File: config.mk
export PLATFORM = sky130hd
export DESIGN_NAME = hqm_aw_rf_pg_seq
export DESIGN_NICKNAME = d
export VERILOG_FILES = /design/src/rtl/hqm_aw_rf_pg_seq_pkg.sv /design/src/rtl/hqm_aw_rf_pg_seq_cnt.sv /design/src/rtl/hqm_aw_rf_pg_seq.sv
export SDC_FILE = /design/constraint.sdc
export NUM_CORES = 1
export LEC_CHECK = 0
export ABC_AREA = 1
export CORE_ASPECT_RATIO = 0.75
export CORE_MARGIN = 4
export CORE_UTILIZATION = 25
export DETAILED_ROUTE_END_ITERATION = 8
export PLACE_DENSITY_LB_ADDON = 0.3
export REMOVE_ABC_BUFFERS = 1
export SLEW_MARGIN = 20
export SYNTH_ARGS = -nofsm -noshare
export SYNTH_HDL_FRONTEND = slang
export SYNTH_SLANG_ARGS = --single-unit
File: constraint.sdc
create_clock -name clk -period 3 [get_ports clk]
set_input_delay 0.6 -clock clk [delete_from_list [all_inputs] [get_ports clk]]
set_output_delay 0.6 -clock clk [all_outputs]
set_load 0.05 [all_outputs]
File: src/rtl/hqm_aw_rf_pg_seq_pkg.sv
// Shared types and constants for the RF power-gate sequencer.
package hqm_aw_rf_pg_seq_pkg;

  localparam int unsigned ISOL_DLY_DEF    = 4;
  localparam int unsigned RST_CYC_DEF     = 8;
  localparam int unsigned TIMEOUT_CYC_DEF = 256;

  // Encoding order is the sequence order; the FSM advances by +1 with wrap.
  typedef enum logic [2:0] {
    PG_OFF      = 3'd0,
    PG_PU_WAKE  = 3'd1,
    PG_PU_RST   = 3'd2,
    PG_PU_ISOL  = 3'd3,
    PG_ON       = 3'd4,
    PG_PD_DRAIN = 3'd5,
    PG_PD_ISOL  = 3'd6,
    PG_PD_SLEEP = 3'd7
  } pg_state_t;

  typedef struct packed {
    logic isol;
    logic pwr_enable_b;
    logic ip_reset_b;
    logic mem_rdy;
    logic pwr_ack;
  } pg_outs_t;

  // Counter width wide enough for the largest delay, plus one bit.
  function automatic int unsigned cnt_width(input int unsigned a,
                                            input int unsigned b,
                                            input int unsigned c);
    int unsigned m;
    m = a;
    if (b > m) m = b;
    if (c > m) m = c;
    return $clog2(m) + 1;
  endfunction

  // Interface output values held while in a given state.
  function automatic pg_outs_t state_outs(input pg_state_t s);
    pg_outs_t o;
    case (s)
      PG_OFF:      o = '{isol: 1'b1, pwr_enable_b: 1'b1, ip_reset_b: 1'b0, mem_rdy: 1'b0, pwr_ack: 1'b0};
      PG_PU_WAKE:  o = '{isol: 1'b1, pwr_enable_b: 1'b0, ip_reset_b: 1'b0, mem_rdy: 1'b0, pwr_ack: 1'b0};
      PG_PU_RST:   o = '{isol: 1'b1, pwr_enable_b: 1'b0, ip_reset_b: 1'b0, mem_rdy: 1'b0, pwr_ack: 1'b0};
      PG_PU_ISOL:  o = '{isol: 1'b1, pwr_enable_b: 1'b0, ip_reset_b: 1'b1, mem_rdy: 1'b0, pwr_ack: 1'b0};
      PG_ON:       o = '{isol: 1'b0, pwr_enable_b: 1'b0, ip_reset_b: 1'b1, mem_rdy: 1'b1, pwr_ack: 1'b1};
      PG_PD_DRAIN: o = '{isol: 1'b0, pwr_enable_b: 1'b0, ip_reset_b: 1'b1, mem_rdy: 1'b0, pwr_ack: 1'b1};
      PG_PD_ISOL:  o = '{isol: 1'b1, pwr_enable_b: 1'b0, ip_reset_b: 1'b1, mem_rdy: 1'b0, pwr_ack: 1'b1};
      PG_PD_SLEEP: o = '{isol: 1'b1, pwr_enable_b: 1'b1, ip_reset_b: 1'b0, mem_rdy: 1'b0, pwr_ack: 1'b1};
      default:     o = '{isol: 1'b1, pwr_enable_b: 1'b1, ip_reset_b: 1'b0, mem_rdy: 1'b0, pwr_ack: 1'b0};
    endcase
    return o;
  endfunction

endpackage

File: src/rtl/hqm_aw_rf_pg_seq_cnt.sv
// Loadable saturating down-counter shared by all sequencer delays.
// zero_c flags the cycle on which the count reaches (or sits at) zero, so a
// load of N gives exactly N cycles before the owning state advances.
module hqm_aw_rf_pg_seq_cnt #(
  parameter int unsigned W = 9
) (
  input  logic         clk,
  input  logic         rst,
  input  logic         load,
  input  logic [W-1:0] load_val,
  output logic [W-1:0] value,
  output logic         zero_c
);

  // Load has priority; otherwise decrement and hold at zero.
  always_ff @(posedge clk) begin
    if (rst) begin
      value <= '0;
    end else if (load) begin
      value <= load_val;
    end else if (value != '0) begin
      value <= value - W'(1);
    end
  end

  // Final count cycle: the decrement on this edge lands on zero.
  assign zero_c = (value <= W'(1));

endmodule

File: src/rtl/hqm_aw_rf_pg_seq.sv
// Power-gate sequencer driving the PWR interface of a chain of RF wrappers.
module hqm_aw_rf_pg_seq
  import hqm_aw_rf_pg_seq_pkg::*;
#(
  parameter int unsigned ISOL_DLY    = ISOL_DLY_DEF,
  parameter int unsigned RST_CYC     = RST_CYC_DEF,
  parameter int unsigned TIMEOUT_CYC = TIMEOUT_CYC_DEF
) (
  input  logic       clk,
  input  logic       rst,
  input  logic       pwr_req,
  output logic       pwr_ack,
  input  logic       mem_idle,
  output logic       mem_rdy,
  output logic       pgcb_isol_en,
  output logic       pwr_enable_b,
  input  logic       pwr_enable_b_ret,
  output logic       ip_reset_b,
  output logic       err_timeout,
  output logic [2:0] state_dbg
);

  localparam int unsigned CNT_W = cnt_width(ISOL_DLY, RST_CYC, TIMEOUT_CYC);

  pg_state_t        state;
  pg_outs_t         outs;
  logic             err;
  logic             adv_c;
  logic             cnt_load_c;
  logic [CNT_W-1:0] cnt_load_val_c;
  logic [CNT_W-1:0] cnt_value;
  logic             cnt_zero_c;
  pg_state_t        nxt_c;

  hqm_aw_rf_pg_seq_cnt #(.W(CNT_W)) u_cnt (
    .clk      (clk),
    .rst      (rst),
    .load     (cnt_load_c),
    .load_val (cnt_load_val_c),
    .value    (cnt_value),
    .zero_c   (cnt_zero_c)
  );

  // Advance condition per state and the delay to load when leaving it.
  always_comb begin
    adv_c          = 1'b0;
    cnt_load_c     = 1'b0;
    cnt_load_val_c = '0;
    case (state)
      PG_OFF: begin
        adv_c          = pwr_req;
        cnt_load_c     = pwr_req;
        cnt_load_val_c = CNT_W'(TIMEOUT_CYC);
      end
      PG_PU_WAKE: begin
        adv_c          = ~pwr_enable_b_ret;
        cnt_load_c     = ~pwr_enable_b_ret;
        cnt_load_val_c = CNT_W'(RST_CYC);
      end
      PG_PU_RST: begin
        adv_c          = cnt_zero_c;
        cnt_load_c     = cnt_zero_c;
        cnt_load_val_c = CNT_W'(ISOL_DLY);
      end
      PG_PU_ISOL:  adv_c = cnt_zero_c;
      PG_ON:       adv_c = ~pwr_req;
      PG_PD_DRAIN: begin
        adv_c          = mem_idle;
        cnt_load_c     = mem_idle;
        cnt_load_val_c = CNT_W'(ISOL_DLY);
      end
      PG_PD_ISOL: begin
        adv_c          = cnt_zero_c;
        cnt_load_c     = cnt_zero_c;
        cnt_load_val_c = CNT_W'(TIMEOUT_CYC);
      end
      PG_PD_SLEEP: adv_c = pwr_enable_b_ret;
      default:     adv_c = 1'b0;
    endcase
    nxt_c = pg_state_t'(3'(state) + 3'd1);
  end

  // Sequencer state, registered interface outputs and sticky timeout.
  always_ff @(posedge clk) begin
    if (rst) begin
      state <= PG_OFF;
      outs  <= state_outs(PG_OFF);
      err   <= 1'b0;
    end else begin
      if (adv_c) begin
        state <= nxt_c;
        outs  <= state_outs(nxt_c);
      end
      // Chain silent when the wait budget runs out; keep waiting regardless.
      if (cnt_zero_c &&
          (((state == PG_PU_WAKE) && pwr_enable_b_ret) ||
           ((state == PG_PD_SLEEP) && !pwr_enable_b_ret))) begin
        err <= 1'b1;
      end
    end
  end

  assign pgcb_isol_en = outs.isol;
  assign pwr_enable_b = outs.pwr_enable_b;
  assign ip_reset_b   = outs.ip_reset_b;
  assign mem_rdy      = outs.mem_rdy;
  assign pwr_ack      = outs.pwr_ack;
  assign err_timeout  = err;
  assign state_dbg    = 3'(state);

endmodule

==> results of run 1 <==
-- kinds of logic (layout without fill, tap and decap cells) --
kind of cell	after synthesis	count (layout)	synth area share, %
simple gates	97	97	38.5
xor+xnor	7	7	5.09
fa+ha+maj	11	11	11.4
flops	17	17	28.2
buf+inv	24	40	7.89
compound gates	16	16	8.83
-- registers in the layout, indices dropped and copies added (netlist names) --
name,flops
err_timeout,1
ip_reset_b,1
mem_rdy,1
pgcb_isol_en,1
pwr_ack,1
pwr_enable_b,1
state_dbg,2
u_cnt.value,9
-- final timing paths --
check	start	end	slack, ns	cells past startpoint
hold reg to reg	err_timeout	err_timeout	0.45	2
hold / removal	err_timeout	err_timeout	0.45	2
setup / recovery	pwr_ack	pwr_ack	0.73	1
setup reg to reg	state_dbg[0]	pwr_ack	1.13	11
-- metrics by stage --
stage | utilization, % | area, um2
3_5_place_dp | 30.8 | 1400
6_report | 31.8 | 1440
4_1_cts | 31.8 | 1440
5_1_grt | 31.8 | 1440
2_1_floorplan | - | 1200
3_3_place_gp | 30.8 | 1400
-- cells in the mapped netlist --
master,instances
a21boi_0,1
a21boi_4,1
a21oi_1,6
a21oi_2,2
and3_4,1
buf_4,1
clkinv_2,1
dfxtp_1,17
ha_1,11
inv_1,21
inv_2,1
nand2_1,37
nand2_2,6
nand2_4,3
nand3_1,11
nand3b_1,2
nand4_1,1
nor2_1,29
nor2_2,4
nor2_8,1
o211ai_1,1
o21ai_0,4
o21ai_1,1
or2_1,2
xnor2_1,1
xor2_1,6
-- placed cells by master, fill, tap and decap left out, types with 4 or more instances in the layout --
cell             count
a21oi_1              6
o21ai_0              4
dfxtp_1             17
clkdlybuf4s50_1     13
inv_1               21
nand3_1             11
nand2_1             37
ha_1                11
xor2_1               6
nand2_2              6
nor2_1              29
nor2_2               4
-- layout make-up --
class	instances	area, um2
timing repair buffer	13	130
clock buffer	4	45.0
sequential	17	340
tap	57	71.3
fill	486	3100
inverter	23	87.6
multi-input combinational	131	769
-- layer usage --
| metal | wire [um] | share of wire, % | vias to the layer above | track usage [%] |
|---|---|---|---|---|
| li1 | - | - | 566 | - |
| met1 | 1420 | 58 | 442 | 13.4 |
| met2 | 895 | 36 | 14 | 12.1 |
| met3 | 126 | 5.1 | 2 | 3.73 |
| met4 | 12 | 0.49 | 0 | 1.70 |
| met5 | 0 | 0 | - | 0 |
==> results.toml, run 1 <==
[outcome]
outcome = "complete, no violations"

[sta]
finalWorstSetupSlack_ns = 0.734
rsz0062_at_grt = "false"
fin_setup_tns_ns = 0
period_share_pct = 75.5
fin_worst_skew_ns = 0.00382
maxSlewHeadroom_pct = 66.3
hold_slack_ns = 0.449
final_hold_viol_count = 0
maxSlewViolCount = 0
finalCriticalPeriod_ns = 2.27
finalSetupViolations = 0
tightest_slew_ns = 0.503
max_freq_mhz = 441

[clock_tree]
ctsHoldBuffers = 0
cts_root_buf = "clkbuf_8"
clock_path_buffers = 2
htree_levels = 1
cts_buffers = 3
post-cts-setup-buffers = 0
ctsResizeCount = 0
cts_tree = "built"
clk_latency_ns = 0.25
numClockSinks = 17
path_clk_slew_ns = 0.07

[synthesis]
ys_ff_latch = 17
yosys_warnings = 0
synth_top_area_share_pct = 28.2
postSynthAreaPerCell_um2 = 7.01
synth_cell_type_count = 26
yosys-top-cells-area = "dfxtp_1, nand2_1, ha_1"
synthCells = 172
synth_top_area_cell = "dfxtp_1"
synth_area_um2 = 1200
synth_seq_area_share_pct = 28.2

[critical_path]
crit_type = "reg2out"
cpMaxStageDelayCell = "clkdlybuf4s50_1"
worstPathArrival_ns = 1.67
worstSetupEndpointType = "primary output"
cp_num_buf_inv = 1
cp_max_fo = 10
crit_path_max_incr_delay_ns = 0.88
cp_top_family = "buffers and inverters"
crit_chain = "clkdlybuf4s50_1"
crit_required_ns = 2.40
critPathLaunchType = "flop"

[placement]
hpwl_um = 2000
dp_cells = 241
place_congestion = 0.760
pre_cts_ws_ns = 0.998
io_buffer_count = 13

[die]
initial_core_util_pct = 26.5
num_rows = 21
die_w_um = 88.2
core_area_um2 = 4550
ios = 14
dieArea_um2 = 6010
die_y_um = 68.1

[global_routing]
grtUsageTotal_pct = 9.06
grt_pass1_wl_um = 4160
grt_max_degree = 11
grt_pass1_vias = 897
overflow = 0
antenna_found_initial = 0

[min_path]
hold_class = "reg2reg"

[job]
cap_violations = 0

[detailed_routing]
drtAntennaViolNets = 0
dr.pass1.iters = 4
routed_via_density = 4.18
drt_iter0_drc = 46
routed_wl_um = 2460
drc = 0
wl_per_cell_um = 10.0
routed-via-count = 1024

[final_layout]
synthToLayoutAreaGrowth_pct = 19.8
nets = 205
finalNonFillerCells = 245
diodes = 0
drive_gt1_share_pct = 12.2
Power of run 1 is not shown: default switching activity piles up to over one toggle a cycle in this logic, so the estimate is an artifact.
==> inputs of run 2 (changes only) <==
==> constraint.sdc (replaced) <==
create_clock -name clk -period 2 [get_ports clk]
set_input_delay 0.4 -clock clk [delete_from_list [all_inputs] [get_ports clk]]
set_output_delay 0.4 -clock clk [all_outputs]
set_load 0.05 [all_outputs]
==> run 2 against run 1 <==
Worst setup slack lost 0.55 ns. Count of clock-buffer cells in the layout shrank 1. Clock skew is essentially flat. Utilization grew 0.33 points. Global-route usage grew 0.23 points. Cell count grew 1.2%. Register-to-register slack lost 0.88 ns. First-iteration DRC count grew 54%. Die area is the same. Via count shrank 0.39%. Hold slack lost 0.00058 ns. Highest routed layer unchanged.
==> results.toml, run 2 (same netlist as run 1, synthesis figures left out) <==
[sta]
maxSlewViolCount = 0
rsz0062_at_grt = "false"
finalSetupViolations = 0
maxSlewHeadroom_pct = 66.2
max_freq_mhz = 551
fin_worst_skew_ns = 0.00376
finalWorstSetupSlack_ns = 0.184
period_share_pct = 90.8
final_hold_viol_count = 0
finalCriticalPeriod_ns = 1.82
tightest_slew_ns = 0.505

[global_routing]
grt_pass1_wl_um = 4330
overflow = 0
grt_pass1_vias = 941
grtUsageTotal_pct = 9.29
antenna_found_initial = 0
grt_max_degree = 11

[critical_path]
worstPathArrival_ns = 1.42
crit_type = "reg2out"
worstSetupEndpointType = "primary output"
crit_chain = "clkdlybuf4s50_1"
cpMaxStageDelayCell = "clkdlybuf4s50_1"
rrSetupSlack_ns = 0.25
ff2ff_path_depth = 12
cp_num_buf_inv = 1
crit_required_ns = 1.60
cp_max_fo = 2
r2r-end = "pgcb_isol_en"
cp_top_family = "buffers and inverters"
critPathLaunchType = "flop"
crit_path_max_incr_delay_ns = 0.82
r2r_start = "state_dbg[1]"

[final_layout]
largest_reg_flops = 9
nets = 208
final_common_cell = "nand2_1"
fin_util_pct = 32.1
diodes = 0
design_area_um2 = 1460
drive_gt1_share_pct = 16.8
fillers = 495
top_register = "u_cnt.value"
final_cell_mix = "nand2_1, nor2_1, inv_1, dfxtp_1"
synthToLayoutAreaGrowth_pct = 21.1

[detailed_routing]
dr.pass1.iters = 4
drc = 0
drtAntennaViolNets = 0
routed_via_density = 4.11
drt_iter0_drc = 71
wl_per_cell_um = 10.2
routed-via-count = 1020
routed_wl_um = 2540

[placement]
io_buffer_count = 13
hpwl_um = 2060
place_congestion = 0.815
pre_cts_ws_ns = 0.214
dpl-instance-area_um2 = 1410

[die]
initial_core_util_pct = 26.5
dieArea_um2 = 6010
die_y_um = 68.1
die_w_um = 88.2
num_rows = 21
ios = 14
core_area_um2 = 4550

[clock_tree]
numClockSinks = 17
path_clk_slew_ns = 0.07
clock_path_buffers = 2
cts_tree = "built"
cts_buffers = 3
clk_latency_ns = 0.25
htree_levels = 1
cts_root_buf = "clkbuf_8"
post-cts-setup-buffers = 0

[job]
cap_violations = 0

[min_path]
hold_class = "reg2reg"
hold_depth = 2
hold_end = "err_timeout"
worstHoldStart = "err_timeout"

[outcome]
outcome = "complete, no violations"
[run 2: routing by layer]
layer / routed length [um] / vias to the layer above / global-route usage (%)
met3: 120 / 2 / 3.13
li1: - / 568 / -
met4: 17 / 0 / 1.70
met2: 976 / 17 / 13.0
met5: 0 / - / 0
met1: 1430 / 433 / 13.7
[run 2: metrics by stage]
step	setup TNS (ns)	instances	hold slack, ns
final	0	248	0.448
after global routing	0	248	0.488
after CTS	0	248	0.454
after detailed placement	0	244	0.443
after global placement	0	244	0.441
after floorplan	-1.09	171	0.469
[run 2: what timing repair did]
item                       in CTS  in global routing
setup endpoints to repair       0                  2
resized for setup               0                  1
hold buffers                    0                  0
hold endpoints to repair        0                  0
[run 2: worst max path at each step]
stage,from,to,slack (ns),cells past startpoint
2_1_floorplan,pwr_ack,state_dbg[0],-0.21,12
3_3_place_gp,pwr_enable_b_ret,pgcb_isol_en,0.20,10
3_5_place_dp,state_dbg[0],state_dbg[0],0.21,12
4_1_cts,mem_rdy,mem_rdy,0.16,1
5_1_grt,state_dbg[1],pgcb_isol_en,0.04,12
6_report,mem_rdy,mem_rdy,0.18,1
[run 2: final cells by class]
| class | count | area [um2] | share of cell area (%) |
|---|---|---|---|
| well taps | 57 | 71.3 | 4.89 |
| multi-input cells | 131 | 769 | 52.7 |
| inverters | 23 | 87.6 | 6.00 |
| repair buffers | 16 | 143 | 9.78 |
| clock inverters | 1 | 5.00 | 0.343 |
| clock buffers | 3 | 41.3 | 2.83 |
| flip-flops and latches | 17 | 342 | 23.4 |
Power of run 2 is left out for the same reason.
==> inputs of run 3 (changes only) <==
--- a/config.mk
+++ b/config.mk
@@ -6,6 +6,7 @@
 export NUM_CORES = 1
 export LEC_CHECK = 0
 export ABC_AREA = 1
+export CAP_MARGIN = 0
 export CORE_ASPECT_RATIO = 0.75
 export CORE_MARGIN = 4
 export CORE_UTILIZATION = 25
==> results of run 3 <==
Same layout as run 2: the final DEF is identical, and so are final timing and power.
Power of run 3 is left out for the same reason.
